--- src/rtl/sigmoid_grad_unit.sv ---
// Sigmoid backward-pass unit: delta = err * a * (1 - a) in signed fixed point,
// two-stage valid/ready pipeline with a delivered-result counter.
module sigmoid_grad_unit #(
    parameter int DATA_WIDTH = 8,
    parameter int FRAC       = (DATA_WIDTH + 1) / 2,
    parameter int CNT_WIDTH  = 16
) (
    input  logic                         clk,
    input  logic                         rst,
    input  logic                         in_valid,
    output logic                         in_ready,
    input  logic signed [DATA_WIDTH-1:0] act,
    input  logic signed [DATA_WIDTH-1:0] err,
    output logic                         out_valid,
    input  logic                         out_ready,
    output logic signed [DATA_WIDTH-1:0] delta,
    output logic        [CNT_WIDTH-1:0]  count
);

    localparam int PW = 2 * DATA_WIDTH;
    localparam logic signed [PW-1:0] ONE = PW'(2 ** FRAC);

    logic                         r_v1;
    logic                         r_v2;
    logic signed [DATA_WIDTH-1:0] r_p;
    logic signed [DATA_WIDTH-1:0] r_err1;
    logic signed [DATA_WIDTH-1:0] r_delta;
    logic        [CNT_WIDTH-1:0]  r_count;

    logic                         w_stage2_free;
    logic                         w_move;
    logic                         w_accept;
    logic signed [PW-1:0]         w_act_ext;
    logic signed [PW-1:0]         w_a_c;
    logic signed [PW-1:0]         w_prod1;
    logic signed [DATA_WIDTH-1:0] w_p;
    logic signed [PW-1:0]         w_err_ext;
    logic signed [PW-1:0]         w_p_ext;
    logic signed [PW-1:0]         w_prod2;
    logic signed [DATA_WIDTH-1:0] w_delta_nx;

    assign w_stage2_free = !r_v2 || out_ready;
    assign w_move        = r_v1 && w_stage2_free;
    assign in_ready      = !r_v1 || w_stage2_free;
    assign w_accept      = in_valid && in_ready;

    // Clamp the activation into [0, ONE] before forming a*(1-a)
    assign w_act_ext = {{DATA_WIDTH{act[DATA_WIDTH-1]}}, act};
    always_comb begin
        w_a_c = w_act_ext;
        if (act[DATA_WIDTH-1]) begin
            w_a_c = '0;
        end else if (w_act_ext > ONE) begin
            w_a_c = ONE;
        end
    end

    assign w_prod1 = w_a_c * (ONE - w_a_c);
    assign w_p     = DATA_WIDTH'(w_prod1 >>> FRAC);

    // |err * p| >> FRAC never exceeds |err|/4, so plain truncation is safe
    assign w_err_ext  = {{DATA_WIDTH{r_err1[DATA_WIDTH-1]}}, r_err1};
    assign w_p_ext    = {{DATA_WIDTH{r_p[DATA_WIDTH-1]}}, r_p};
    assign w_prod2    = w_err_ext * w_p_ext;
    assign w_delta_nx = DATA_WIDTH'(w_prod2 >>> FRAC);

    always_ff @(posedge clk or posedge rst) begin
        if (rst) begin
            r_v1    <= 1'b0;
            r_v2    <= 1'b0;
            r_p     <= '0;
            r_err1  <= '0;
            r_delta <= '0;
            r_count <= '0;
        end else begin
            if (w_accept) begin
                r_v1   <= 1'b1;
                r_p    <= w_p;
                r_err1 <= err;
            end else if (w_move) begin
                r_v1 <= 1'b0;
            end

            if (w_move) begin
                r_v2    <= 1'b1;
                r_delta <= w_delta_nx;
            end else if (out_ready) begin
                r_v2 <= 1'b0;
            end

            if (r_v2 && out_ready) begin
                r_count <= r_count + CNT_WIDTH'(1);
            end
        end
    end

    assign out_valid = r_v2;
    assign delta     = r_delta;
    assign count     = r_count;

endmodule

--- config.mk ---
export PLATFORM = sky130hd
export DESIGN_NAME = sigmoid_grad_unit
export DESIGN_NICKNAME = d
export VERILOG_FILES = /design/src/rtl/sigmoid_grad_unit.sv
export SDC_FILE = /design/constraint.sdc
export NUM_CORES = 1
export LEC_CHECK = 0
export ABC_AREA = 1
export CAP_MARGIN = 40
export CORE_MARGIN = 10
export CORE_UTILIZATION = 65
export CTS_CLUSTER_SIZE = 28
export DETAILED_ROUTE_END_ITERATION = 12
export GPL_TIMING_DRIVEN = 0
export PLACE_DENSITY = 0.95
export SYNTH_ARGS = -nofsm -noshare
export SYNTH_HDL_FRONTEND = slang
export SYNTH_SLANG_ARGS = --single-unit
--- constraint.sdc ---
create_clock -name clk -period 6 [get_ports clk]
set_input_delay 0.6 -clock clk [delete_from_list [all_inputs] [get_ports clk]]
set_output_delay 0.6 -clock clk [all_outputs]
set_load 0.01 [all_outputs]
# Yosys cells after proc, flatten, opt, wreduce, memory -nomap -nowiden
# Cells that the tools add are included.
[op_classes] addsub=2 multipliers=2 order_cmp=1 mux=6 n_reduce_logical=9
[ops] cell="16-bit by 1-bit adder with 16-bit output (second input constant)" n=1
[ops] cell="16-bit by 16-bit multiplier with 12-bit output" n=1
[ops] cell="6-bit by 16-bit subtractor with 16-bit output (first input constant)" n=1
[ops] cell="7-bit two-way mux" n=2
[ops] cell="8-bit by 8-bit multiplier with 12-bit output" n=1
[ops] cell="8-bit by 6-bit greater-than comparator with 1-bit output (second input constant)" n=1
[ops] cell="1-bit two-way mux" n=4
[ops] cell="2-bit nonzero test" n=2
[ops] cell="1-bit logical AND" n=3
[ops] cell="1-bit zero test" n=2
[ops] cell="1-bit logical OR" n=2
[word_totals] regBits=42 out_inout_bits=26 elab_cells=26

# Depth between registers and ports, before layout
[logic_depth] ltp_word=5 mapped_depth=28 depth_no_buf=28

# Least setup slack after synthesis
# No wires, ideal clock.
[synth_timing] path_type="input -> register" from="input act[3]" to="register r_p[7]" setup_time_ns=0.131 arrival_time_ns=4.842 required_ns=5.869 path_slack_ns=1.027 stages=24 path_cell_list="inv_1 -> nand2_1 -> nor2_1 -> nand2_2 -> nand2_4 -> nand2_2 -> ha_1 -> ha_1 -> or2_2 -> fa_1 -> inv_1 -> ha_1 -> inv_1 -> fa_1 -> fa_1 -> inv_1 -> ha_1 -> nand2_1 -> nand2_1 -> a31oi_1 -> inv_1 -> a21oi_1 -> xor2_1 -> o21ai_0"
[synth_between] elab_chain_cells=5
[synth_rtl] element="from (decl)" line_no="12" text="input logic signed [DATA_WIDTH-1:0] act,"
[synth_rtl] element="8-bit by 6-bit greater-than comparator with 1-bit output" line_no="53" text="end else if (w_act_ext > ONE) begin"
[synth_rtl] element="7-bit two-way mux *" line_no="53"
[synth_rtl] element="7-bit two-way mux *" line_no="51" text="if (act[DATA_WIDTH-1]) begin"
[synth_rtl] element="6-bit by 16-bit subtractor with 16-bit output" line_no="58" text="assign w_prod1 = w_a_c * (ONE - w_a_c);"
[synth_rtl] element="16-bit by 16-bit multiplier with 12-bit output *" line_no="58"
[synth_rtl] element="to (signal assigned)" line_no="78" text="r_p <= w_p;"
[synth_rtl] element="to (decl)" line_no="25" text="logic signed [DATA_WIDTH-1:0] r_p;"
# Every way passes the cells marked *; elsewhere a longest branch is shown, timed or not.
# A chain may end at the register's enable or synchronous reset.

# Final worst setup path
[layout_timing] from="input act[7]" to="register r_p[7]"
[layout_between] elab_chain_cells=5
[layout_rtl] element="8-bit by 6-bit greater-than comparator with 1-bit output" line_no="53"
[layout_rtl] element="7-bit two-way mux" line_no="53"
[layout_rtl] element="7-bit two-way mux *" line_no="51"
[layout_rtl] element="6-bit by 16-bit subtractor with 16-bit output" line_no="58"
[layout_rtl] element="16-bit by 16-bit multiplier with 12-bit output *" line_no="58"
# Marked as above.

==> impl_results.md <==
- Status: finished, final reports clean
- H-tree levels: 2
- Final WL: 11.3 mm
- Critical Setup Path Class: in -> reg
- HPWL after DPL: around 9.4 mm
- CTS Buf Count: 5
- Hold EP: delta[2]
- Largest net degree at the start of global routing: 43
- Worst hold path type: reg -> reg
- Total gr overflow: 0
- Async set or reset register ratio after synthesis: 1.00
- PD cells: 524 mW/mm2
- Worst path max stage delay: ~0.54 ns
- Gr usage total: 0.199
- CP max FO: 7
- Synth Flop Type: dfrtp_1
- Post-synth EDFFs: 0
- Max cap viols: 0
- Routed length per instance: between 10 and 15 um
- Max Freq: about 180 MHz
- Clock Tree Root: clkbuf_8
- Cell chain of the critical path: clkdlybuf4s50_1 -> a21oi_2 -> nand2_4 -> nand2_2 -> ha_1 -> nand3_1 -> ha_1 -> or2_1 -> fa_1 -> inv_1 -> ha_1 -> inv_1 -> fa_1 -> fa_1 -> inv_1 -> ha_1 -> nand2_1 -> nand2_1 -> a31oi_1 -> inv_1 -> a21oi_1 -> xor2_1 -> o21ai_0
- Unique masters post-synth: 36
- XOR/XNOR Fraction of Synth Area: 0.0548
- Largest family of logic cells by synthesized area: adder cells
- Combinational power share: 0.776
- Hold Path Stages: 2
- First DRT Iteration DRCs: ~180
- Antenna violations before repair: 0
- Worst hold start: delta[2]
- Via density per instance: slightly above 5
- Worst IR drop on VDD: 0.000357 V
- Most frequent cells in the layout: 174 x inv_1, 149 x nand2_1, 68 x fa_1
- Global-route wire length before repair: between 15 and 20 mm
- Synthesis Warnings: 0
- Port bufs: 45
- Area Overhead vs Synth: 16.0%
- Worst setup EP type: register
- Vias in the first global route: approximately 4,500
- Worst-skew pair later-pin latency: just over 0.3 ns
- Pint: 1590 uW
- PnR Total Power: 3200 uW
- Final Hold Viols: 0
- Remaining antenna violation count: 0
- Flop2flop setup slack: 1.78 ns
- Die Wd: 110 um
- Drt drc: 0
- Critical path origin: act[7]
- #FFs+latches synth: between 40 and 50
- Post-layout util: 0.783
- Synthesized area: 0.00527 mm2
- Final worst-path cycle share: 0.934
- CTS Hold Bufs: 0
- Clk buf depth: 2
- RSZ-0062 raised after global routing: no
- CTS sink cnt: 42
- Via count: ~4,200
- Post-synthesis sequential area ratio: 0.199
- Cells after Synth: 650
- Pre-antenna DRT Iters: 5
- # resized after CTS: 0
- Most common cell after layout, fill and taps aside: inv_1
- Fin. max-slew vios: 0
- Starting Density: 0.675
- Core area: 0.00781 mm2
- Tmin final: between 5 and 6 ns
- Post-CTS Setup Bufs: 0
- Adder-cell share of the synthesized area: 0.377
- R2r endpoint: delta[6]
- Synth Area in Compound Gates: 0.0418
- Sequential Power Share: 0.138
- Final Setup Violations: 0
- Net Sw Frac: 0.502
- Die height: around 110 um
- WP data arrival: between 5 and 6 ns
- Die area: ~0.012 mm2
- Clock transition at the registers of the reported paths: ~0.090 ns
- Layout cell share with drive strength beyond 1: 0.0546
- Clock group share of total power: 0.086
- Reg2reg path depth: 15
- Simple-gate share of the synthesized area: 0.188
- GPL Wtd Cong: roughly 0.86
- Worst Path Required: a little over 6 ns
- Mapped Avg Cell Area: 8.11 um2
- Sw power: ~1600 uW
- Worst Setup Start Kind: input port
- CTS tree: built
- Nets: slightly below 900
- Final setup TNS: 0 ns
- Io pins: 46
- Pleak: 0.00356 uW
- Antenna cells: 0
- Max Clock Skew: 0.00548 ns
- Proportion of synthesized area in mux cells: 0
- Row Count: 32
- R2R Path Start: r_err1[3]
- Critical-path top delay cell: fa_1
synthesized netlist by cell type, types with 2 or more instances:
| cell | number | area share |
|---|---|---|
| inv_2 | 4 | 0.0028 |
| ha_1 | 50 | 0.12 |
| a21oi_1 | 9 | 0.0085 |
| o21ai_1 | 6 | 0.0057 |
| dfrtp_1 | 42 | 0.20 |
| fa_1 | 68 | 0.26 |
| nand2_2 | 5 | 0.0059 |
| nand4_1 | 4 | 0.0047 |
| or2_2 | 2 | 0.0024 |
| nor2_2 | 2 | 0.0024 |
| a21o_1 | 2 | 0.0028 |
| nand2_1 | 149 | 0.11 |
| nor2_4 | 3 | 0.0064 |
| xnor2_1 | 16 | 0.027 |
| xor2_1 | 17 | 0.028 |
| buf_2 | 6 | 0.0057 |
| nand3_2 | 2 | 0.0038 |
| nor3_2 | 2 | 0.0038 |
| nor2_1 | 29 | 0.021 |
| inv_1 | 175 | 0.12 |
| o21ai_0 | 16 | 0.015 |
| conb_1 | 2 | 0.0014 |
| nand3_1 | 17 | 0.016 |
| clkbuf_1 | 7 | 0.0050 |
| a31oi_1 | 4 | 0.0047 |
per-stage QoR:
step           worst slack [ns]  instance area [um2]  hold WS [ns]  instances
3_3_place_gp              0.221                 5950         0.460        825
6_report                  0.395                 6110         0.484        834
5_1_grt                 0.00562                 6110         0.507        834
2_1_floorplan              1.03                 5380         0.507        678
3_5_place_dp             0.0866                 5950         0.472        825
4_1_cts                   0.403                 6090         0.494        833
metal layers:
layer | track usage | vias up | routed length [um]
met5 | 0 | - | 0
met3 | 0.0325 | 26 | 739
met2 | 0.384 | 155 | 6160
li1 | - | 2030 | -
met4 | 0.0688 | 0 | 246
met1 | 0.213 | 2022 | 4200
logic make-up (layout without fill, tap and decap cells):
kind of cell    count (synthesis)  after routing
flops                          42             42
fa+ha+maj                     118            118
xor+xnor                       33             33
other cells                     2             30
buf+inv                       192            246
simple gates                  223            223
compound gates                 40             40
worst max path at each step:
stage	endpoint	slack (ns)	cells after the start
floorplan	r_p[7]	1.03	24
global placement	r_p[7]	0.22	25
detailed placement	r_p[7]	0.09	25
CTS	r_p[7]	0.40	23
global route	r_p[7]	0.006	27
finish	r_p[7]	0.40	23
flip-flops by register name (all words and copies together), names as in the netlist:
| register | cells |
|---|---|
| r_v1 | 1 |
| out_valid | 1 |
| count | 16 |
| r_p | 8 |
| delta | 8 |
| r_err1 | 8 |
area by class of cell:
cell class                 count  area, um2
sequential                    42       1050
fill                         514       1700
inverter                     179        672
multi-input combinational    444       3600
tap                          102        128
clock buffer                   5       68.8
timing repair buffer          46        470
clock inverter                 3       68.8
buffer                        13       56.3
power groups by stage:
stage                     Combinational (uW)  Sequential (uW)  Clock, uW
final                                   2480              440        276
after global routing                    2890              451        287
after CTS                               2460              438        278
after detailed placement                2440              442          0
after global placement                  2280              435          0
after floorplan                         1890              448          0
worst max-delay path, delay by kind of cell:
family / cells / cell delay [ns]
AND/OR/NAND/NOR: 6 / 0.80
adder cells (fa/ha/maj): 7 / 2.62
AO/OA/AOI/OAI: 4 / 0.82
buffers and inverters: 5 / 0.80
XOR/XNOR: 1 / 0.15
(Power assumes the default switching activity.)
